--- config.mk ---
export PLATFORM = sky130hd
export DESIGN_NAME = word_assembler
export DESIGN_NICKNAME = d
export VERILOG_FILES = /design/src/rtl/digsys_pkg.sv /design/src/rtl/word_holdreg.sv /design/src/rtl/word_assembler.sv
export SDC_FILE = /design/constraint.sdc
export NUM_CORES = 1
export LEC_CHECK = 0
export ABC_AREA = 1
export BUFFER_PORTS_ARGS = -buffer_cell sky130_fd_sc_hd__buf_2
export CAP_MARGIN = 40
export CORE_MARGIN = 2
export CORE_UTILIZATION = 40
export DETAILED_ROUTE_END_ITERATION = 10
export PLACE_DENSITY = 0.57
export SYNTH_ARGS = -nofsm -noshare
export SYNTH_HDL_FRONTEND = slang
export SYNTH_HIERARCHICAL = 1
export SYNTH_SLANG_ARGS = --single-unit
--- constraint.sdc ---
create_clock -name clk -period 3.7 [get_ports clk]
set_input_delay 0.185 -clock clk [delete_from_list [all_inputs] [get_ports clk]]
set_output_delay 0.185 -clock clk [all_outputs]
set_load 0.01 [all_outputs]
--- src/rtl/digsys_pkg.sv ---
// Shared constants and types for the byte-to-word assembler and the
// downstream 32-bit ones-counter stage.
//   WORD_W / BYTE_W / LANES : datapath geometry
//   asm_state_e             : assembler control states
//   word_t                  : assembled word with its byte count and frame flag
package digsys_pkg;
  localparam int WORD_W = 32;
  localparam int BYTE_W = 8;
  localparam int LANES  = WORD_W / BYTE_W;
  localparam int IDX_W  = $clog2(LANES);
  localparam int NB_W   = $clog2(LANES) + 1;

  typedef enum logic {
    ST_FILL,   // output empty or draining
    ST_STALL   // output full, completing byte waiting on out_ready
  } asm_state_e;

  typedef struct packed {
    logic [WORD_W-1:0] data;
    logic [NB_W-1:0]   nbytes;
    logic              last;
  } word_t;
endpackage

--- src/rtl/word_holdreg.sv ---
// Output register for assembled words with valid/ready hold.
//   clk, rst_n    : clock, async active-low reset
//   load_i        : capture word_i (caller guarantees the slot is free or draining)
//   word_i        : word to capture
//   out_ready_i   : downstream consumes the held word this cycle
//   word_o        : held word (stable while valid_o & ~out_ready_i)
//   valid_o       : word_o holds a complete word
module word_holdreg
  import digsys_pkg::*;
(
  input  logic  clk,
  input  logic  rst_n,
  input  logic  load_i,
  input  word_t word_i,
  input  logic  out_ready_i,
  output word_t word_o,
  output logic  valid_o
);
  word_t word_q, word_d;
  logic  valid_q, valid_d;

  // A load wins over a consume so a word arriving on the draining edge
  // keeps valid high with no bubble.
  always_comb begin
    word_d  = word_q;
    valid_d = valid_q;
    if (load_i) begin
      word_d  = word_i;
      valid_d = 1'b1;
    end else if (out_ready_i) begin
      valid_d = 1'b0;
    end
  end

  always_ff @(posedge clk or negedge rst_n) begin
    if (!rst_n) begin
      word_q  <= '0;
      valid_q <= 1'b0;
    end else begin
      word_q  <= word_d;
      valid_q <= valid_d;
    end
  end

  assign word_o  = word_q;
  assign valid_o = valid_q;
endmodule

--- src/rtl/word_assembler.sv ---
// Packs a byte stream into 32-bit words for the ones-counter stage.
//   LSB_FIRST  : 1 = first byte in D[7:0], 0 = first byte in D[31:24]
//   clk, rst_n : clock, async active-low reset
//   in_data/in_valid/in_last/in_ready : byte input handshake
//   D/out_nbytes/out_last/out_valid/out_ready : word output handshake
module word_assembler
  import digsys_pkg::*;
#(
  parameter int LSB_FIRST = 1
) (
  input  logic              clk,
  input  logic              rst_n,
  input  logic [BYTE_W-1:0] in_data,
  input  logic              in_valid,
  input  logic              in_last,
  output logic              in_ready,
  output logic [WORD_W-1:0] D,
  output logic              out_valid,
  input  logic              out_ready,
  output logic [2:0]        out_nbytes,
  output logic              out_last
);
  asm_state_e        state_q, state_d;
  logic [WORD_W-1:0] fill_q, fill_d, merged;
  logic [IDX_W-1:0]  idx_q, idx_d, lane;
  logic              completing, blocked, accept, done;
  word_t             hold_in, hold_out;

  // A byte only stalls when it would complete a word and the output slot
  // cannot drain this edge; in_valid deliberately plays no part.
  assign completing = (idx_q == IDX_W'(LANES - 1)) | in_last;
  assign blocked    = out_valid & ~out_ready & completing;

  always_comb begin
    state_d  = state_q;
    in_ready = 1'b1;
    case (state_q)
      ST_FILL: begin
        in_ready = ~blocked;
        if (in_valid && blocked) state_d = ST_STALL;
      end
      ST_STALL: begin
        in_ready = ~blocked;
        if (out_ready) state_d = ST_FILL;
      end
    endcase
  end

  assign accept = in_valid & in_ready;
  assign done   = accept & completing;

  // MSB-first order mirrors the lane: 3 - idx == ~idx for a 2-bit index.
  always_comb begin
    lane   = (LSB_FIRST != 0) ? idx_q : ~idx_q;
    merged = fill_q;
    merged[lane*BYTE_W +: BYTE_W] = in_data;
    fill_d = fill_q;
    idx_d  = idx_q;
    if (done) begin
      fill_d = '0;
      idx_d  = '0;
    end else if (accept) begin
      fill_d = merged;
      idx_d  = idx_q + 1'b1;
    end
  end

  // Unfilled lanes of merged are already zero because fill clears on completion.
  always_comb begin
    hold_in.data   = merged;
    hold_in.nbytes = NB_W'(idx_q) + NB_W'(1);
    hold_in.last   = in_last;
  end

  always_ff @(posedge clk or negedge rst_n) begin
    if (!rst_n) begin
      state_q <= ST_FILL;
      fill_q  <= '0;
      idx_q   <= '0;
    end else begin
      state_q <= state_d;
      fill_q  <= fill_d;
      idx_q   <= idx_d;
    end
  end

  word_holdreg u_hold (
    .clk         (clk),
    .rst_n       (rst_n),
    .load_i      (done),
    .word_i      (hold_in),
    .out_ready_i (out_ready),
    .word_o      (hold_out),
    .valid_o     (out_valid)
  );

  assign D          = hold_out.data;
  assign out_nbytes = hold_out.nbytes;
  assign out_last   = hold_out.last;
endmodule

==> results.json, run 1 <==
{
  "critical_path_buf_inv_count": 3,
  "port_buffers": 50,
  "io_pins": 51,
  "finalClockSkew_ns": 0.00638,
  "ys.flop_type": "dfrtp_1",
  "synth_edf_count": 0,
  "comb_power_share_pct": 20.2,
  "dp_cells": 592,
  "coreArea_um2": 8300,
  "p_seq_share_pct": 45.4,
  "place_congestion": 0.887,
  "power_leakage_uw": 0.00239,
  "crit_slowest_cell": "dfrtp_1",
  "die_area_um2": 9420,
  "p_sw_uw": 601,
  "start_util_pct": 41.7,
  "drtIter0Drc": 198,
  "max_cap_violations": 0,
  "synthDistinctLibCells": 21,
  "gr-usage-met1_pct": 26.7,
  "area_delta_synth_final_pct": 14.1,
  "final_nets": 518,
  "top_usage_layer": "met1",
  "cp_top_family": "buffers and inverters",
  "grt_setup_unrepaired": "false",
  "setup_viol": 0,
  "synth_fp_nets": 469,
  "synthArstFlopShare_pct": 100,
  "yosysSeqAreaShare_pct": 51.3,
  "grt_pass1_wl_um": 13500,
  "slew_viol_final": 0,
  "via_per_inst": 4.70,
  "netlist_area_um2": 3460,
  "dpl.hpwl_um": 5590,
  "slew_headroom_pct": 55.3,
  "die_w_um": 97.1,
  "synth_top_area_share_pct": 51.3,
  "synth_largest_area_cell": "dfrtp_1",
  "cp.arrival_ns": 2.61,
  "status": "finished clean",
  "cp-start-kind": "flip-flop",
  "max_freq_mhz": 430,
  "path_clk_slew_ns": 0.07,
  "grt_use_total_pct": 18.0,
  "overflow": 0,
  "met2_usage_pct": 25.7,
  "fin_crit_ns": 2.32,
  "cpMostUsedCell": "nand2_1",
  "ys_top_cells_by_area": "dfrtp_1 51%, nand2_1 30%, nand2_2 4.2%",
  "yosysWarnings": 6,
  "dr_total_vias": 2863,
  "wl_um": 8070,
  "cts_sinks": 71,
  "clkPwrFrac_pct": 34.4,
  "die_h_um": 97.1,
  "antenna_found_initial": 0,
  "antenna_cells": 0,
  "p_int_uw": 1320,
  "crit_chain": "ha_1, nor2_2, inv_2, nand2_2, nand3_1, inv_1, buf_4, nand2_1, nand2_1",
  "grt_max_degree": 46,
  "syn_avg_cell_area_um2": 7.70,
  "ys_ff_latch": 71,
  "wl_per_cell_um": 13.2,
  "critPathMaxStageDelay_ns": 0.53,
  "crit_fanout": 21,
  "finalCritPeriodShare_pct": 62.8,
  "drt-pass1-iter-count": 4,
  "crit_type": "flip-flop to flip-flop",
  "setup_tns_ns": 0,
  "syn_inst": 450,
  "ir_drop_v": 0.000219,
  "critPathRequiredTime_ns": 3.98,
  "drc": 0,
  "insertion_delay_ns": 0.35,
  "powerDensity_nw_per_um2": 487,
  "sw_frac_of_total_pct": 31.2,
  "numCtsBuffers": 9,
  "cts_buffer_depth": 2,
  "fin_area_um2": 3950,
  "cts_root_buffer": "clkbuf_8",
  "finalHoldViolations": 0,
  "htreeDepth": 3,
  "tightest_slew_ns": 0.668,
  "end_kind": "flip-flop",
  "placed_area_um2": 3740,
  "detail-route-antenna-nets": 0,
  "grtUsageMet3_pct": 4.75,
  "drive_gt1_share_pct": 19.6,
  "grt_pass1_vias": 2649,
  "hp-class": "input port to flip-flop",
  "cts_tree": "built",
  "stdcell_count": 609,
  "rows": 33
}
[worst paths after layout]
kind                       cells after the start         startpoint  slack, ns                end
max in group asynchronous                      3              rst_n       2.30         fill_q[25]
min reg2reg                                    2  u_hold/word_o[18]       0.46  u_hold/word_o[18]
max reg2reg                                    9           idx_q[0]       1.38  u_hold/word_o[14]
min                                            4          out_ready       0.08     u_hold/valid_o
min in group asynchronous                      2              rst_n       0.39   u_hold/word_o[7]
max                                            9           idx_q[0]       1.38  u_hold/word_o[14]
[cells in the final DEF, fill, tap and decap left out, drive strengths merged]
master / instances
nand3: 12
clkbuf: 12
inv: 22
ha: 6
nand4: 8
o21ai: 4
dfrtp: 71
dlygate4sd3: 1
clkinv: 3
nand2: 296
buf: 52
bufinv: 2
nor2: 15
[synth_stat cells (4+ instances only)]
cell type  instances
buf_4              8
dfrtp_1           71
ha_1               6
inv_1             17
nand2_1          273
nand2_2           23
nand3_1           12
nand4_1            8
nor2_1             9
o21ai_1            4
[final cells by class]
cell class,count,area (um2)
fill,843,4350
clock buffer,12,135
clock inverter,4,70.1
inverter,23,96.3
timing repair buffer,53,275
tap,105,131
multi-input combinational,341,1470
sequential,71,1780
[per-layer routing]
metal  up-vias  wire (um)
li1       1463          -
met1      1328       4170
met2        68       3460
met3         4        404
met4         0         36
met5         -          0
[per-stage QoR]
step / util [%] / hold slack, ns / power [uW] / setup slack, ns
2_1_floorplan: - / -0.111 / 1160 / 1.98
3_3_place_gp: 45.0 / 0.249 / 1270 / 1.52
3_5_place_dp: 45.0 / 0.253 / 1280 / 1.41
4_1_cts: 47.6 / 0.0668 / 1940 / 1.39
5_1_grt: 47.6 / 0.0764 / 2040 / 1.24
6_report: 47.6 / 0.0760 / 1920 / 1.38
[tightest hold or removal path, cell delays in order]
cell and delay (ns):
buf_2 0.09, inv_1 0.03, nand2_1 0.04, nand2_1 0.04
[cells by family after synthesis]
group / count (synthesis) / share of synthesized area (%)
flops: 71 / 51.3
buf+inv: 38 / 6.32
compound gates: 4 / 0.578
simple gates: 331 / 39.7
fa+ha+maj: 6 / 2.17
[flip-flops by register name, indices dropped and copies added, names as in the netlist]
signal,cells
idx_q,2
fill_q,32
u_hold/valid_o,1
u_hold/word_o,36
[power by group through the flow]
stage	combinational [uW]	clock, uW	sequential (uW)
2_1_floorplan	253	0	905
3_3_place_gp	387	0	886
3_5_place_dp	391	0	888
4_1_cts	392	679	874
5_1_grt	437	717	882
6_report	389	662	874
[timing repair]
action,CTS,global route
buffers inserted,0,0
hold endpoints to repair,26,0
gates resized for setup,0,0
hold buffers,1,0
Power figures use the tool's default switching activity.
==> inputs of run 2 (changes only) <==
- ABC_AREA: 1 -> 0
- PLACE_DENSITY: 0.57 -> 0.6
- clock period: 3.7 -> 1.92 ns (I/O delays scaled with it)
==> run 2 against run 1 <==
Effect of this change:
- via count down 22%
- routed wire length fell by 9.6%
- die area decreased by 1.5%
- hold slack improved by 0.049 ns
- highest routed layer unchanged
- sequential share of layout area down 1.3 points
- global-route usage down 1.1 points
==> results.json, run 2 <==
{
  "insertion_delay_ns": 0.35,
  "min_to": "fill_q[1]",
  "detail-route-antenna-nets": 0,
  "end_kind": "flip-flop",
  "numCtsBuffers": 9,
  "place_congestion": 0.835,
  "critPathRequiredTime_ns": 2.15,
  "wl_per_cell_um": 17.4,
  "powerDensity_nw_per_um2": 940,
  "power_leakage_uw": 0.00200,
  "die_area_um2": 9280,
  "synth_fp_nets": 266,
  "synth_edf_count": 0,
  "cts_buffer_depth": 2,
  "rr_worst_depth": 6,
  "coreArea_um2": 8260,
  "syn_inst": 247,
  "drtIter0Drc": 111,
  "dpl.hpwl_um": 4790,
  "regArea_um2": 1780,
  "cp-start-kind": "flip-flop",
  "totalPowerFinal_uw": 3830,
  "synth_largest_area_cell": "dfrtp_1",
  "cts_tree": "built",
  "via_per_inst": 5.33,
  "cts_sinks": 71,
  "grt_pass1_wl_um": 11400,
  "fin_area_um2": 4080,
  "worstSetupStartpoint": "idx_q[1]",
  "hp-class": "input port to flip-flop",
  "slew_headroom_pct": 73.4,
  "drt-pass1-iter-count": 6,
  "antenna_cells": 0,
  "wl_um": 7290,
  "crit_type": "flip-flop to flip-flop",
  "io_pins": 51,
  "layout_commonest_cell": "dfrtp_1",
  "netlist_area_um2": 3410,
  "die_h_um": 96.3,
  "ys_ff_latch": 71,
  "yosysSeqAreaShare_pct": 52.1,
  "start_util_pct": 41.3,
  "worstHoldStart": "in_data[1]",
  "r2r_setup_slack_ns": 0.05,
  "setup_viol": 0,
  "cp.arrival_ns": 2.10,
  "n_fill_cell": 756,
  "finalHoldViolations": 0,
  "synthTopCellsByCount": "71 x dfrtp_1, 30 x a22o_1, 29 x mux2_4",
  "grt_pass1_vias": 2093,
  "synth.most_common_cell": "dfrtp_1",
  "drc": 0,
  "port_buffers": 50,
  "htreeDepth": 3,
  "drive_gt1_share_pct": 43.9,
  "antenna_found_initial": 0,
  "final_nets": 328,
  "area_delta_synth_final_pct": 19.6,
  "largest_register_ffs": 36,
  "holdPathStages": 2,
  "cts_root_buffer": "clkbuf_8",
  "overflow": 0,
  "synthDistinctLibCells": 32,
  "ys.flop_type": "dfrtp_1",
  "reg2reg_from": "idx_q[1]",
  "grt_setup_unrepaired": "true",
  "grt_use_total_pct": 17.0,
  "yosysWarnings": 6,
  "tightest_slew_ns": 0.399,
  "synthArstFlopShare_pct": 100,
  "multi_input_area_um2": 1440,
  "crit_fanout": 12,
  "finalClockSkew_ns": 0.00634,
  "die_w_um": 96.3,
  "path_clk_slew_ns": 0.07,
  "ys_top_cells_by_area": "dfrtp_1 52%, mux2_4 13%, a22o_1 7.7%",
  "finalCritPeriodShare_pct": 97.3,
  "worstReg2RegEnd": "u_hold/word_o[34]",
  "ir_drop_v": 0.000388,
  "synth_top_area_share_pct": 52.1,
  "placed_area_um2": 3840,
  "postLayoutCoreUtil_pct": 49.4,
  "layout_common_cells": "70 x dfrtp_1, 50 x buf_2, 30 x a22o_1, 29 x mux2_4, 26 x a32o_1",
  "syn_avg_cell_area_um2": 13.8,
  "max_cap_violations": 0,
  "rows": 33,
  "dr_total_vias": 2232,
  "slew_viol_final": 0,
  "fin_crit_ns": 1.87,
  "status": "finished clean",
  "max_freq_mhz": 535,
  "grt_max_degree": 72
}
==> run 2: cell count changes in the layout (fill, tap and decap cells not counted), moves of 13 or more <==
cell,change
mux2_4,+29
a32o_1,+26
a22o_1,+30
nand2_2,-23
nand2_1,-263
buf_4,+13
==> run 2: layer usage <==
metal | wire length, um | GRT usage [%] | up-vias
li1 | - | - | 1054
met1 | 3600 | 23.5 | 1113
met2 | 3210 | 24.7 | 56
met3 | 352 | 5.87 | 9
met4 | 135 | 6.10 | 0
met5 | 0 | 0 | -
==> run 2: where the power goes <==
group / switching, uW / total (uW) / internal, uW
sequential: 73.8 / 1690 / 1620
combinational: 483 / 904 / 421
clock: 534 / 1240 / 703
==> run 2: how the worst max path moves through the flow <==
stage | to
after floorplan | u_hold/word_o[10]
after global placement | u_hold/word_o[31]
after detailed placement | u_hold/word_o[34]
after CTS | u_hold/word_o[34]
after global routing | u_hold/word_o[34]
final | u_hold/word_o[34]
==> run 2: critical path, stage by stage, from the launching register on <==
cell      delay, ns
dfrtp_1        0.41
inv_1          0.13
ha_4           0.31
and4bb_2       0.25
and2b_4        0.21
a22o_1         0.19
mux2_2         0.26
==> run 2: kinds of logic (layout without fill, tap and decap cells) <==
| logic type | after synthesis | count (layout) | share of synthesized area (%) |
|---|---|---|---|
| muxes | 38 | 38 | 15.7 |
| and+or+nand+nor | 28 | 28 | 5.54 |
| DFF | 71 | 71 | 52.1 |
| adders and majority gates | 6 | 6 | 2.20 |
| buffers and inverters | 34 | 101 | 6.57 |
| AOI/OAI and AO/OA | 70 | 70 | 17.9 |
==> run 2: final cells by class <==
type	count	area share (%)
Tap cell	105	3.22
Inverter	14	1.35
Clock inverter	3	0.982
Timing Repair Buffer	71	11.3
Sequential cell	71	43.6
Multi-Input combinational cell	142	35.4
Clock buffer	13	4.14
==> run 2: metrics by stage <==
stage / hold WS, ns / std cells / setup WS [ns] / setup TNS [ns]
2_1_floorplan: -0.200 / 247 / 0.0000691 / 0
6_report: 0.125 / 419 / 0.0513 / 0
5_1_grt: 0.107 / 419 / -0.0282 / -0.0828
3_3_place_gp: 0.150 / 400 / 0.0170 / 0
4_1_cts: 0.113 / 418 / 0.0326 / 0
3_5_place_dp: 0.155 / 400 / -0.0537 / -0.256
==> run 2: what timing repair did <==
| action | 4_1_cts | 5_1_grt |
|---|---|---|
| gates resized for setup | 2 | 1 |
| hold buffers | 2 | 0 |
| setup endpoints to repair | 6 | 37 |
| cloned | 0 | 0 |
| buffers inserted | 0 | 1 |
| endpoints found under the hold margin | 72 | 0 |
